## src/rtl/rename_ckpt.sv

```systemverilog
// rename_ckpt: register renamer with map table, circular free list and branch checkpoints.
// Optional macro RENAME_FREE_BYPASS_EN hands a same-cycle freed preg to an allocation when the free list is empty.
module rename_ckpt #(
  parameter int NUM_AREG = 32,
  parameter int NUM_PREG = 128,
  parameter int NUM_CKPT = 4,
  parameter int TAG_W = 4,
  localparam int PW = $clog2(NUM_PREG),
  localparam int AW = $clog2(NUM_AREG),
  localparam int CW = $clog2(NUM_CKPT)
) (
  input  logic             clk,
  input  logic             reset,
  input  logic             valid_in,
  output logic             ready_in,
  input  logic [AW-1:0]    rs1,
  input  logic [AW-1:0]    rs2,
  input  logic [AW-1:0]    rd,
  input  logic             wr_rd,
  input  logic             is_ckpt,
  output logic             valid_out,
  input  logic             ready_out,
  output logic [PW-1:0]    ps1,
  output logic [PW-1:0]    ps2,
  output logic [PW-1:0]    pd_new,
  output logic [PW-1:0]    pd_old,
  output logic [TAG_W-1:0] rob_tag,
  output logic [CW-1:0]    ckpt_id,
  output logic             is_ckpt_out,
  input  logic             free_valid,
  input  logic [PW-1:0]    free_preg,
  input  logic             res_valid,
  input  logic [CW-1:0]    res_id,
  input  logic             res_mispredict
);
  localparam int FL_DEPTH = NUM_PREG - NUM_AREG;
  localparam int FW = $clog2(FL_DEPTH);

  logic [PW-1:0] map [NUM_AREG];
  logic [PW-1:0] fl [FL_DEPTH];
  logic [FW:0] rd_ptr, wr_ptr, rd_nxt;
  logic [TAG_W-1:0] tag_cnt;
  logic [PW-1:0] ck_map [NUM_CKPT][NUM_AREG];
  logic [FW:0] ck_rd [NUM_CKPT];
  logic [TAG_W-1:0] ck_tag [NUM_CKPT];
  logic [NUM_CKPT-1:0] ck_valid, ck_valid_nxt;
  logic [CW-1:0] tail, dist_t, dist_i;
  logic alloc, fl_empty, free_ok, bypass, accept, mis, pop, push;
  logic [PW-1:0] pd_alloc;

  // Pointer = {wrap, index}; the index wraps at FL_DEPTH, which need not be a power of two.
  function automatic logic [FW:0] inc(input logic [FW:0] p);
    return (p[FW-1:0] == FW'(FL_DEPTH - 1)) ? {~p[FW], FW'(0)} : p + 1'b1;
  endfunction

  assign alloc = wr_rd && rd != '0;
  assign fl_empty = rd_ptr == wr_ptr;
  assign free_ok = free_valid && free_preg != '0;
`ifdef RENAME_FREE_BYPASS_EN
  assign bypass = alloc && fl_empty && free_ok;
`else
  assign bypass = 1'b0;
`endif
  assign mis = res_valid && res_mispredict && ck_valid[res_id];
  assign ready_in = !reset && (ready_out || !valid_out) && !(alloc && fl_empty && !bypass) &&
                    !(is_ckpt && ck_valid[tail]) && !(res_valid && res_mispredict);
  assign accept = valid_in && ready_in;
  assign pop = accept && alloc && !bypass;
  assign push = free_ok && !(accept && bypass);
  assign pd_alloc = bypass ? free_preg : fl[rd_ptr[FW-1:0]];
  assign rd_nxt = pop ? inc(rd_ptr) : rd_ptr;
  assign dist_t = tail - res_id;

  // A mispredict squashes every slot from res_id up to tail-1; distance 0 means the ring is full.
  always_comb begin
    ck_valid_nxt = ck_valid;
    dist_i = '0;
    for (int i = 0; i < NUM_CKPT; i++) begin
      dist_i = CW'(i) - res_id;
      if (res_valid && ck_valid[res_id] &&
          (res_mispredict ? (dist_i < dist_t || dist_t == '0) : dist_i == '0))
        ck_valid_nxt[i] = 1'b0;
    end
    if (accept && is_ckpt) ck_valid_nxt[tail] = 1'b1;
  end

  always_ff @(posedge clk) begin
    if (reset) begin
      for (int i = 0; i < NUM_AREG; i++) map[i] <= PW'(i);
      for (int i = 0; i < FL_DEPTH; i++) fl[i] <= PW'(NUM_AREG + i);
      rd_ptr <= '0;
      wr_ptr <= {1'b1, FW'(0)};
      tag_cnt <= '0;
      ck_valid <= '0;
      tail <= '0;
    end else begin
      for (int i = 0; i < NUM_AREG; i++)
        map[i] <= mis ? ck_map[res_id][i] : (accept && alloc && rd == AW'(i)) ? pd_alloc : map[i];
      rd_ptr <= mis ? ck_rd[res_id] : rd_nxt;
      if (push) begin
        fl[wr_ptr[FW-1:0]] <= free_preg;
        wr_ptr <= inc(wr_ptr);
      end
      tag_cnt <= mis ? ck_tag[res_id] + 1'b1 : accept ? tag_cnt + 1'b1 : tag_cnt;
      ck_valid <= ck_valid_nxt;
      tail <= mis ? res_id + 1'b1 : (accept && is_ckpt) ? tail + 1'b1 : tail;
    end
  end

  // Snapshot includes the branch's own destination update and its own pop.
  always_ff @(posedge clk) begin
    if (accept && is_ckpt) begin
      for (int i = 0; i < NUM_AREG; i++)
        ck_map[tail][i] <= (alloc && rd == AW'(i)) ? pd_alloc : map[i];
      ck_rd[tail] <= rd_nxt;
      ck_tag[tail] <= tag_cnt;
    end
  end

  always_ff @(posedge clk) begin
    if (reset) begin
      valid_out <= 1'b0;
      ps1 <= '0;
      ps2 <= '0;
      pd_new <= '0;
      pd_old <= '0;
      rob_tag <= '0;
      ckpt_id <= '0;
      is_ckpt_out <= 1'b0;
    end else if (mis) begin
      valid_out <= 1'b0;
    end else if (accept) begin
      valid_out <= 1'b1;
      ps1 <= map[rs1];
      ps2 <= map[rs2];
      pd_old <= map[rd];
      pd_new <= alloc ? pd_alloc : '0;
      rob_tag <= tag_cnt;
      ckpt_id <= tail;
      is_ckpt_out <= is_ckpt;
    end else if (ready_out) begin
      valid_out <= 1'b0;
    end
  end
endmodule

```

## config.mk

```make
export PLATFORM = sky130hd
export DESIGN_NAME = rename_ckpt
export DESIGN_NICKNAME = d
export VERILOG_FILES = /design/src/rtl/rename_ckpt.sv
export SDC_FILE = /design/constraint.sdc
export NUM_CORES = 2
export LEC_CHECK = 0
export ABC_AREA = 1
export BUFFER_PORTS_ARGS = -buffer_cell sky130_fd_sc_hd__buf_2
export CORE_MARGIN = 2
export CORE_UTILIZATION = 45
export CTS_CLUSTER_SIZE = 10
export DETAILED_ROUTE_END_ITERATION = 8
export PLACE_DENSITY = 0.68
export SYNTH_ARGS = -nofsm -noshare
export SYNTH_HDL_FRONTEND = slang
export SYNTH_SLANG_ARGS = --single-unit
```

## constraint.sdc

```tcl
create_clock -name clk -period 19.7 [get_ports clk]
set_input_delay 1.97 -clock clk [delete_from_list [all_inputs] [get_ports clk]]
set_output_delay 1.97 -clock clk [all_outputs]
set_load 0.03 [all_outputs]
```

## Yosys cells after proc, flatten, opt, wreduce, memory -nomap -nowiden

Memory sizes are Yosys's and may differ from the RTL's. A register that Yosys moved wholly into a read port is not among the register bits.
Cells that the tools add are included.

- Memories kept: 5
- Logic and storage cells: 376
- Register bits: 41
- RAM bits: 1840

Memory list:

| name | words | bits a word | read ports | clocked after memory_dff | write ports | RTL line | text |
|---|---|---|---|---|---|---|---|
| ck_map | 4 | 224 | 1 | 0 | 1 | 43 | `logic [PW-1:0] ck_map [NUM_CKPT][NUM_AREG];` |
| fl | 96 | 7 | 1 | 1 | 96 | 40 | `logic [PW-1:0] fl [FL_DEPTH];` |
| map | 32 | 7 | 35 | 3 | 32 | 39 | `logic [PW-1:0] map [NUM_AREG];` |
| ck_rd | 4 | 8 | 1 | 0 | 1 | 44 | `logic [FW:0] ck_rd [NUM_CKPT];` |
| ck_tag | 4 | 4 | 1 | 0 | 1 | 45 | `logic [TAG_W-1:0] ck_tag [NUM_CKPT];` |

- Bitwise logic cells: 36
- Add/subtract/negate cells: 11
- Muxes and demuxes: 166
- Reduce and logical (&&, ||, !) cells: 107
- Eq/ne operators: 34
- Order comparisons: 7

Operator list:

| kind | number |
|---|---|
| $mux 7 | 132 |
| $logic_and 1x1->1 | 83 |
| $eq 5x5->1 const B | 16 |
| $eq 5x4->1 const B | 8 |
| $mux 8 | 4 |
| $or 1x1->1 | 32 |
| $mux 1 | 22 |
| $eq 5x3->1 const B | 4 |
| $add 8x1->8 const B | 2 |
| $eq 7x7->1 const B | 2 |
| $mux 4 | 3 |
| $eq 5x2->1 const B | 2 |
| $logic_not 2->1 | 5 |
| $add 4x1->4 const B | 2 |
| $eq 8x8->1 | 1 |
| $lt 2x2->1 | 4 |
| $reduce_bool 7->1 | 1 |
| $reduce_or 7->1 | 1 |
| $lt 2x3->1 const B | 2 |
| $reduce_bool 2->1 | 3 |
| $eq 5x1->1 const B | 1 |
| $logic_not 1->1 | 5 |
| $logic_not 5->1 | 1 |
| $logic_or 1x1->1 | 5 |
| 13 further kinds | 20 |

## Logic depth before layout (Yosys ltp)

- Depth in word-level cells: 13
- Gate-level depth with buffers: 18
- Mapped depth without buffers: 15

## Worst setup path after synthesis

Ideal clock, no wire load.

- Path type: input to register
- Start point: input port rd[0]
- End point: memory ck_map[2][0] (netlist name) (enable)
- Buffers on the path: 1
- Path slack: -470 ps
- Library setup time: 1125 ps
- Required time: 18575 ps
- Stages on the path: 10
- Arrival: 19046 ps
- Cells stage by stage: nor2_2 > nand2_1 > o21ai_1 > inv_1 > nand3_1 > nand3_2 > inv_2 > buf_4 > nand2_1 > nor3_1

- Cells in the longest elaborated chain, start to end: 11

Ends and longest elaborated chain:

| element | RTL line | text |
|---|---|---|
| start, declared | 18 | `input logic [AW-1:0] rd,` |
| $reduce_bool 5->1 | 56 | `assign alloc = wr_rd && rd != '0;` |
| $logic_and 1x1->1 | 56 |  |
| $logic_and 1x1->1 | 65 | `assign ready_in = !reset && (ready_out \|\| !valid_out) && !(alloc && fl_empty && !bypass) &&` |
| $logic_not 1->1 | 65 |  |
| $logic_and 1x1->1 (2 in a row) | 65 |  |
| $logic_and 1x1->1 | 66 | `!(is_ckpt && ck_valid[tail]) && !(res_valid && res_mispredict);` |
| $logic_and 1x1->1 | 67 | `assign accept = valid_in && ready_in;` |
| $logic_and 1x1->1 | 112 | `if (accept && is_ckpt) begin` |
| $mux 1 | 112 |  |
| $mux 1 | 114 | `ck_map[tail][i] <= (alloc && rd == AW'(i)) ? pd_alloc : map[i];` |
| end, declared | 43 |  |

Every way passes these cells.

==> qor.txt <==
Worst Hold End - rob_tag[3]
Mean Syn Cell Area - 9.540 um2
Via/cell ratio - 5.881
FF+latch count, synth - 2126
Syn-to-layout area delta - 9.215%
GRT met2 Usage - 42.34%
Crit share post-route - 30.68%
Final slew viol count - 0
Largest family of logic cells by synthesized area - simple AND/OR/NAND/NOR gates
Final Non-Filler Cells - 12840
Gr busiest metal - met2
Sinks on Clock Net - 2126
Worst r2r path cells - 16
Proportion of synthesized area in mux cells - 0.02071%
I/O pins - 70
Total CTS buffers - 236
RR Startpoint - rd_ptr[1]
Synth unique cells - 42
Min Tclk post-route - 6.045 ns
Final hold viol count - 0
Die height - 467.5 um
HP Start - rob_tag[3]
Status - finished clean
Adder-cell share of the synthesized area - 0.1553%
Simple logic cell fraction of the synthesized area - 16.50%
Sw frac - 25.57%
Sequential Power Share - 50.3%
Clk slew on worst S/H paths - 0.05 ns
DRT Wirelength - 296500 um
CTS resizes - 0
Most frequent cells in the layout - nor2_1 (1846), edfxtp_1 (1840), nand2_1 (1720), o21ai_0 (1364), inv_1 (594)
CP endpoint kind - register
Post-synthesis xor/xnor area fraction - 0.1087%
Final nets - 9870
Max Fclk - 165.4 MHz
Syn Nets - 10180
PwrDens - 94.59 nW/um2
Layout Skew - 0.08656 ns
Detailed placer's ending HPWL - 173300 um
Commonest non-fill, non-tap cell in the layout - nor2_1
Worst Setup Start Kind - register
Initial drt markers - 10020
Clock Latency Late Sink - 0.89 ns
CTS Root Cell - clkbuf_16
Number of global-route vias before repair - 70710
Max VDD drop - 0.09568 mV
Critical path peak fanout - 75
Hold buffer count at CTS - 0
Final TNS setup - 0 ns
Layout cells sized above 1 - 5.113%
Die area - 218500 um2
Register area share after synthesis - 63.08%
Drt first pass iters - 6
Post-synth top area share - 57.16%
Total global-route track usage - 26.35%
CORE AREA - 214000 um2
CTS tree - done
Post-CTS setup buffers - 0
# port buffers - 69
GRT overflow - 0
Largest net degree at the start of global routing - 207
Worst EP required - 20.25 ns
Wire length of the first global-routing pass - 439500 um
Maximum root-to-sink buffer count - 3
Worst reg2reg path endpoint - ck_map[1][213]
Pint - 7433 uW
Synth Area in Compound Gates - 14.45%
R2r setup slk - 13.66 ns
Slew @ Worst Pin - 1.155 ns
Initial antenna violation count - 9
Synth area leader - edfxtp_1
# setup viols final - 0
Grt met1 use - 34.82%
Via count - 75510
Initial Utilization - 45.18%
DRC viols - 0
Detailed-route wire length per cell - 23.09 um
Top cells by area, synth - edfxtp_1 (57%), nor2_1 (7.2%), o21ai_0 (7.1%)
Synth warn - 0
Worst relative slew slack - 22.98%
Leak - 0.03691 uW
H-tree Lvls - 4
GR Util met3 - 4.754%
# Max-Cap Violations - 0
DP Cell Count - 12430
Kind of critical path - reg2reg
HP Class - reg2reg
Row count - 170
Worst Path Arrival - 6.59 ns
Switching power - 2554 uW
GP Congestion - 0.9512
Die X - 467.5 um
Post-Synthesis Cells - 10130
RSZ-0062 raised after global routing - false
Cell area after synthesis - 96670 um2
Clk network pwr share - 40.5%
Hold depth - 2
Comb pwr share - 9.2%
Post-DRT Antenna Nets - 0
[sequential cells by signal, indices dropped and copies added, names as in the netlist]
register and flops:
rd_ptr 8, map 224, tag_cnt 4, wr_ptr 8
ps1 7, fl 896, pd_new 7, is_ckpt_out 1
ck_valid 4, ckpt_id 2, ck_tag 16, valid_out 1
rob_tag 4, pd_old 7, ps2 7, ck_rd 32
ck_map 896, tail 2
[layout make-up]
| class | instances | area (um2) |
|---|---|---|
| clock inverter | 20 | 420.4 |
| inverter | 624 | 2394 |
| multi-input combinational | 6661 | 30350 |
| sequential | 2126 | 60990 |
| timing repair buffer | 176 | 1270 |
| antenna | 7 | 17.52 |
| tap | 2838 | 3551 |
| clock buffer | 388 | 6590 |
| fill | 19300 | 108400 |
[worst max-delay path, cell delays in order, from the launching register on]
cell and delay [ns]:
dfxtp_4 0.64, buf_4 0.72, buf_4 0.74, buf_4 0.71
nor2_1 0.11, o21ai_0 0.18, o21ai_0 0.15, nand2_1 0.09
nand2_1 0.06, inv_1 0.06, nand2_1 0.06, nand2_1 0.06
nand2_1 0.06, nor2_1 0.46, nand2_1 0.32, nand2_4 0.78
o21ai_0 0.33
[metal layers]
metal / vias to the layer above / share of wire [%]
met4: 6 / 4.7
met5: - / 0.010
met3: 762 / 10
met2: 4292 / 46
li1: 34220 / -
met1: 36230 / 39
[cells by family after synthesis]
family,after synthesis
XOR/XNOR,12
flip-flops,2126
AND/OR/NAND/NOR,4056
buffers and inverters,1346
AO/OA/AOI/OAI,2579
multiplexers,2
adder cells (fa/ha/maj),12
[worst max path at each step]
stage / start / end / slack (ns)
2_1_floorplan: rd[0] / ck_map[2][0] / -0.47
5_1_grt: rd_ptr[1] / ck_map[1][213] / 13.36
3_5_place_dp: free_preg[6] / fl[92][4] / 12.93
4_1_cts: rd[2] / ready_in / 13.76
6_report: rd_ptr[1] / ck_map[1][213] / 13.66
3_3_place_gp: free_preg[6] / fl[84][2] / 13.09
[power groups by stage]
stage / Combinational, uW / Sequential (uW) / Clock (uW)
3_3_place_gp: 884 / 5110 / 0
2_1_floorplan: 546 / 5090 / 0
3_5_place_dp: 899 / 5110 / 0
5_1_grt: 977 / 5020 / 4260
4_1_cts: 901 / 5020 / 4080
6_report: 924 / 5020 / 4040
[cells in the mapped netlist (all sizes together)]
master  count
a21boi      1
a22oi      33
or2         1
clkinv     13
clkbuf    498
dfxtp     286
edfxtp   1840
ha         12
buf       224
xor2        7
o21ai    1562
o22ai     193
o221ai     45
xnor2       5
a32o        2
nor4        4
o21a        1
o31ai       4
nor2     1863
inv       611
a21oi     510
a31oi      23
nor3       17
nand3     404
o211a       1
a211oi      2
o21bai     95
nand2    1733
nand4      34
mux2i       2
a41oi       1
o211ai    106
[stage by stage]
stage | cell area, um2 | worst slack [ns] | util [%] | power (uW) | hold slack [ns]
floorplan | 96670 | -0.4701 | - | 5638 | 0.4527
finish | 105600 | 13.66 | 49.34 | 9987 | 0.4914
global route | 105600 | 13.36 | 49.34 | 10260 | 0.5101
CTS | 105600 | 13.76 | 49.33 | 9992 | 0.4968
global placement | 98550 | 13.09 | 46.06 | 5990 | 0.4833
detailed placement | 98550 | 12.93 | 46.06 | 6007 | 0.4856
Note: power is estimated with default switching activity, not from simulation.
